`src/rtl/regfile_sb.sv`:
```
// Multi-read register file (x0 = 0) with per-register busy scoreboard and sequential clear engine.
// Reads are combinational; writes and scoreboard updates land on the next edge; clear takes DEPTH-1 cycles.
// No backpressure: writes/sets during a clear are dropped and the pipeline must stall on clr_busy. Option: RF_BYPASS_EN.
module regfile_sb #(
    parameter int WIDTH    = 32,
    parameter int DEPTH    = 32,
    parameter int NUM_READ = 2,
    localparam int ADDR_W  = $clog2(DEPTH)
) (
    input  logic                         clk,
    input  logic                         rst,
    input  logic                         wr_en,
    input  logic [ADDR_W-1:0]            wr_addr,
    input  logic [WIDTH-1:0]             wr_data,
    input  logic [NUM_READ*ADDR_W-1:0]   rd_addr,
    output logic [NUM_READ*WIDTH-1:0]    rd_data,
    output logic [NUM_READ-1:0]          rd_busy,
    input  logic                         sb_set_en,
    input  logic [ADDR_W-1:0]            sb_set_addr,
    input  logic                         clr_req,
    output logic                         clr_busy
);

    typedef enum logic {
        S_IDLE  = 1'b0,
        S_CLEAR = 1'b1
    } state_t;

    localparam logic [ADDR_W-1:0] LAST_IDX = ADDR_W'(DEPTH - 1);

    state_t             state;
    state_t             state_nxt;
    logic [ADDR_W-1:0]  clr_cnt;
    logic [ADDR_W-1:0]  clr_cnt_nxt;

    logic [WIDTH-1:0]   mem [DEPTH];
    logic [DEPTH-1:0]   busy;
    logic [DEPTH-1:0]   busy_nxt;

    logic               wr_ok;
    logic               set_ok;
    logic [ADDR_W-1:0]  ra [NUM_READ];

    // Writeback and issue are only honoured while idle; during a clear they are dropped.
    assign wr_ok    = wr_en     && (wr_addr     != '0) && (state == S_IDLE);
    assign set_ok   = sb_set_en && (sb_set_addr != '0) && (state == S_IDLE);
    assign clr_busy = (state == S_CLEAR);

    always_ff @(posedge clk or posedge rst) begin
        if (rst) begin
            state   <= S_IDLE;
            clr_cnt <= '0;
        end else begin
            state   <= state_nxt;
            clr_cnt <= clr_cnt_nxt;
        end
    end

    always_comb begin
        state_nxt   = state;
        clr_cnt_nxt = clr_cnt;
        case (state)
            S_IDLE: begin
                if (clr_req) begin
                    state_nxt   = S_CLEAR;
                    clr_cnt_nxt = ADDR_W'(1);
                end
            end
            S_CLEAR: begin
                if (clr_cnt == LAST_IDX) begin
                    state_nxt   = S_IDLE;
                    clr_cnt_nxt = '0;
                end else begin
                    clr_cnt_nxt = clr_cnt + ADDR_W'(1);
                end
            end
            default: begin
                state_nxt   = S_IDLE;
                clr_cnt_nxt = '0;
            end
        endcase
    end

    // mem[0] is never written: writes to 0 are gated and the clear sweep starts at 1.
    always_ff @(posedge clk or posedge rst) begin
        if (rst) begin
            for (int i = 0; i < DEPTH; i++) begin
                mem[i] <= '0;
            end
        end else if (state == S_CLEAR) begin
            mem[clr_cnt] <= '0;
        end else if (wr_ok) begin
            mem[wr_addr] <= wr_data;
        end
    end

    // A set issued in the same cycle as a writeback to the same register wins.
    always_comb begin
        busy_nxt = busy;
        if (state == S_CLEAR) begin
            busy_nxt[clr_cnt] = 1'b0;
        end else begin
            if (wr_ok) begin
                busy_nxt[wr_addr] = 1'b0;
            end
            if (set_ok) begin
                busy_nxt[sb_set_addr] = 1'b1;
            end
        end
        busy_nxt[0] = 1'b0;
    end

    always_ff @(posedge clk or posedge rst) begin
        if (rst) begin
            busy <= '0;
        end else begin
            busy <= busy_nxt;
        end
    end

    for (genvar g = 0; g < NUM_READ; g++) begin : g_ra
        assign ra[g] = rd_addr[g*ADDR_W +: ADDR_W];
    end

    always_comb begin
        rd_data = '0;
        rd_busy = '0;
        for (int i = 0; i < NUM_READ; i++) begin
            if (ra[i] != '0) begin
                rd_data[i*WIDTH +: WIDTH] = mem[ra[i]];
                rd_busy[i]                = busy[ra[i]];
`ifdef RF_BYPASS_EN
                // Forwarded value is not yet busy even if re-issued this cycle; the set lands next edge.
                if (wr_ok && (ra[i] == wr_addr)) begin
                    rd_data[i*WIDTH +: WIDTH] = wr_data;
                    rd_busy[i]                = 1'b0;
                end
`endif
            end
        end
    end

endmodule

```
`config.mk`:
```
export PLATFORM = sky130hd
export DESIGN_NAME = regfile_sb
export DESIGN_NICKNAME = d
export VERILOG_FILES = /design/src/rtl/regfile_sb.sv
export SDC_FILE = /design/constraint.sdc
export NUM_CORES = 2
export LEC_CHECK = 0
export BUFFER_PORTS_ARGS = -buffer_cell sky130_fd_sc_hd__buf_2
export CAP_MARGIN = 5
export CORE_AREA = 2 2 357 359
export DETAILED_ROUTE_END_ITERATION = 10
export DIE_AREA = 0 0 359 361
export PLACE_DENSITY = 0.55
export REMOVE_ABC_BUFFERS = 1
export SETUP_SLACK_MARGIN = 0.15
export SYNTH_ARGS = -nofsm -noshare
export SYNTH_HDL_FRONTEND = slang
export SYNTH_SLANG_ARGS = --single-unit
```
`constraint.sdc`:
```
create_clock -name clk -period 79.8 [get_ports clk]
set_input_delay 15.96 -clock clk [delete_from_list [all_inputs] [get_ports clk]]
set_output_delay 15.96 -clock clk [all_outputs]
set_load 0.02 [all_outputs]
```
==> out/metrics.yaml <==
critical_path:
  cp.buffers_inverters: 4
  cp-end-kind: "output pin"
  r2r_cells: 7
  path_depth: 8
  critPathRequiredTime_ns: 63.84
  slowest_stage: "buf_4"
  crit_fanout: 58
  crit_family: "buffers and inverters"
  crit_type: "in -> out"
  slowest_delay_ns: 0.87
  crit_arrival_ns: 19.86
  setup.worst_path.start_class: "input port"
  crit_path_frequent_cell: "buf_4"
  crit_chain: "buf_8 > buf_4 > buf_4 > mux2i_1 > a221oi_1 > o21ai_0 > a311oi_1 > buf_2"
synth:
  async_flop_share_pct: 100.0
  yosysWarnings: 0
  synth-seq-area-share_pct: 48.17
  synthTopCellsByArea: "dfrtp_1, mux4_2, a22o_1"
  synthFlopType: "dfrtp_1"
  synth_edf_count: 0
  synth_cell_types: 47
  syn_area_per_cell_um2: 13.59
  synth.cell_area_um2: 55120
  post-synth-top-area-cell: "dfrtp_1"
  synth_top_area_share_pct: 48.17
  synthCells: 4055
  ys_seq_elements: 1061
grt:
  grt_pass1_wl_mm: 325.8
  track_usage_pct: 34.99
  overflow: 0
  antenna_found_initial: 5
  grt_max_degree: 153
  grt_pass1_vias: 42190
drt:
  ant_nets: 0
  wire_per_inst_um: 40.41
  drt_iter0_markers: 5716
  first_pass_iters: 5
  routed_wl_mm: 228.1
  via_per_inst: 7.532
  vias: 42520
  drc: 0
finish:
  syn_to_final_growth_pct: 10.95
  final.fill_count: 10710
  multi_input_area_um2: 26860
  final_area_um2: 61150
  regArea_um2: 26550
  drive_above_1_share_pct: 26.37
  nNetsFinal: 3959
pwr:
  intPower_w: 0.001100
  combPwrFrac_pct: 22.1
  power_density_nw_per_um2: 26.25
  p_switching_w: 0.0005059
  clock_power_share_pct: 35.3
  p_leak_nw: 26.58
  ir_worst_vdd_v: 0.00001787
  switching_share_pct: 31.51
  pwr-share-seq_pct: 42.6
clock_tree:
  cts_max_path_buffers: 3
  post-cts-setup-buffers: 0
  htreeDepth: 3
  numClockSinks: 1061
  cts_root_buffer: "clkbuf_16"
  cts_tree: "done"
  ctsHoldBuffers: 0
  cts-resized-gates: 0
  clock_latency_ns: 0.76
  numCtsBuffers: 117
  clkTransAtPathRegs_ns: 0.06
floorplan:
  start_util_pct: 43.95
  core_um2: 125400
  pin_count: 124
  dieHeight_um: 361
  die_x_um: 359
  rows: 130
  die_area_um2: 129600
place:
  port_buffers: 123
  hpwl_mm: 119.8
  placed_area_um2: 57190
  place_congestion: 0.8428
sta:
  relSlewSlack_pct: 12.59
  finalHoldViolCount: 0
  finalSetupTns_ns: 0
  finalCritPeriodShare_pct: 44.88
  maxSlewViolCount: 0
  rsz0062_at_grt: "no"
  fmax_mhz: 27.92
  setup_viol_count_final: 0
  worst_pin_slew_ns: 1.306
  period_needed_ns: 35.82
  finalClockSkew_ns: 0.02114
hold_path:
  holdPathStages: 1
  hold_path_class: "reg -> reg"
flow_run:
  max_cap_viol_count: 0
status:
  outcome: "complete, no violations"
## worst register-to-register path: stages, from the launching register on
cell and delay [ns]:
dfrtp_1 0.36, buf_4 0.31, or4b_1 0.99, nor3_4 0.27, buf_4 0.73, a21oi_4 0.30
buf_4 0.43, a22o_1 0.30
## flip-flops by register name, indices dropped and copies added (netlist names)
name and flops:
busy 31, clr_busy 1, mem 1024, clr_cnt 5
## worst paths after layout
kind                             from    endpoint  slack, ns
min in group asynchronous         rst    mem[673]      15.33
max                        rd_addr[2]  rd_data[9]      43.98
min reg2reg                   mem[72]     mem[72]       0.51
max reg2reg                  clr_busy    mem[111]      76.00
min                           mem[72]     mem[72]       0.51
max in group asynchronous         rst    mem[998]      59.93
## power groups by stage
stage / logic, W / clock network [W] / registers (W)
2_1_floorplan: 0.000206 / 0 / 0.000673
3_3_place_gp: 0.000344 / 0 / 0.000689
3_5_place_dp: 0.000349 / 0 / 0.000689
4_1_cts: 0.000349 / 0.000571 / 0.000682
5_1_grt: 0.000370 / 0.000593 / 0.000694
6_report: 0.000355 / 0.000566 / 0.000684
## cell families (layout without fill, tap and decap cells)
family                   Yosys count  count (layout)  share of synthesized area, %
AO/OA/AOI/OAI                   1472            1472                         21.87
XOR/XNOR                           2               2                       0.03179
adder cells (fa/ha/maj)            5               5                        0.1135
buffers and inverters            543             478                         4.129
flip-flops                      1061            1061                         48.17
multiplexers                     660             660                         22.58
other                              0               6                             0
AND/OR/NAND/NOR                  312             312                         3.106
## metrics by stage
| stage | util (%) | total power [W] | setup WS (ns) | cells | hold slack, ns |
|---|---|---|---|---|---|
| 2_1_floorplan | - | 0.0008789 | 33.97 | 3527 | 0.4769 |
| 3_3_place_gp | 45.60 | 0.001033 | 44.04 | 5428 | 0.4931 |
| 3_5_place_dp | 45.60 | 0.001037 | 44.13 | 5428 | 0.4955 |
| 4_1_cts | 48.75 | 0.001601 | 44.13 | 5640 | 0.5171 |
| 5_1_grt | 48.75 | 0.001657 | 43.94 | 5640 | 0.5267 |
| 6_report | 48.76 | 0.001605 | 43.98 | 5646 | 0.5132 |
## layout make-up
cell class | instances | share of cell area, %
Multi-Input combinational cell | 2451 | 43.92
Sequential cell | 1061 | 43.42
Clock buffer | 178 | 5.807
Tap cell | 1650 | 3.376
Timing Repair Buffer | 251 | 2.684
Clock inverter | 34 | 0.6547
Inverter | 15 | 0.1125
Antenna cell | 6 | 0.02455
## routing by layer
metal | vias to the layer above | wire length [um] | track usage [%]
li1 | 16120 | - | -
met1 | 22590 | 89760 | 48.44
met2 | 3142 | 100400 | 51.41
met3 | 669 | 26500 | 9.405
met4 | 2 | 11500 | 16.46
met5 | - | 17 | 0
## synth_stat cells (all sizes together), types with 66 or more instances
| library cell | n |
|---|---|
| a22o | 994 |
| a22oi | 88 |
| a311oi | 66 |
| buf | 179 |
| clkbuf | 349 |
| dfrtp | 1061 |
| mux2 | 68 |
| mux2i | 132 |
| mux4 | 460 |
| nand2 | 116 |
| nor2b | 102 |
| o21ai | 135 |
## placed cells by master (no fill, tap or decap), types with 25 or more instances in the layout
cell type,instances
a221oi_1,50
nand2_1,116
o21ai_0,135
a22o_1,994
clkbuf_16,120
nor2_4,26
mux4_2,460
a22oi_1,88
clkbuf_1,25
mux2_2,68
buf_2,117
a211oi_1,64
a21oi_4,31
mux2i_1,132
a311oi_1,66
dfrtp_1,1061
clkbuf_8,33
buf_4,127
nor2b_1,98
Power figures use the tool's default switching activity.
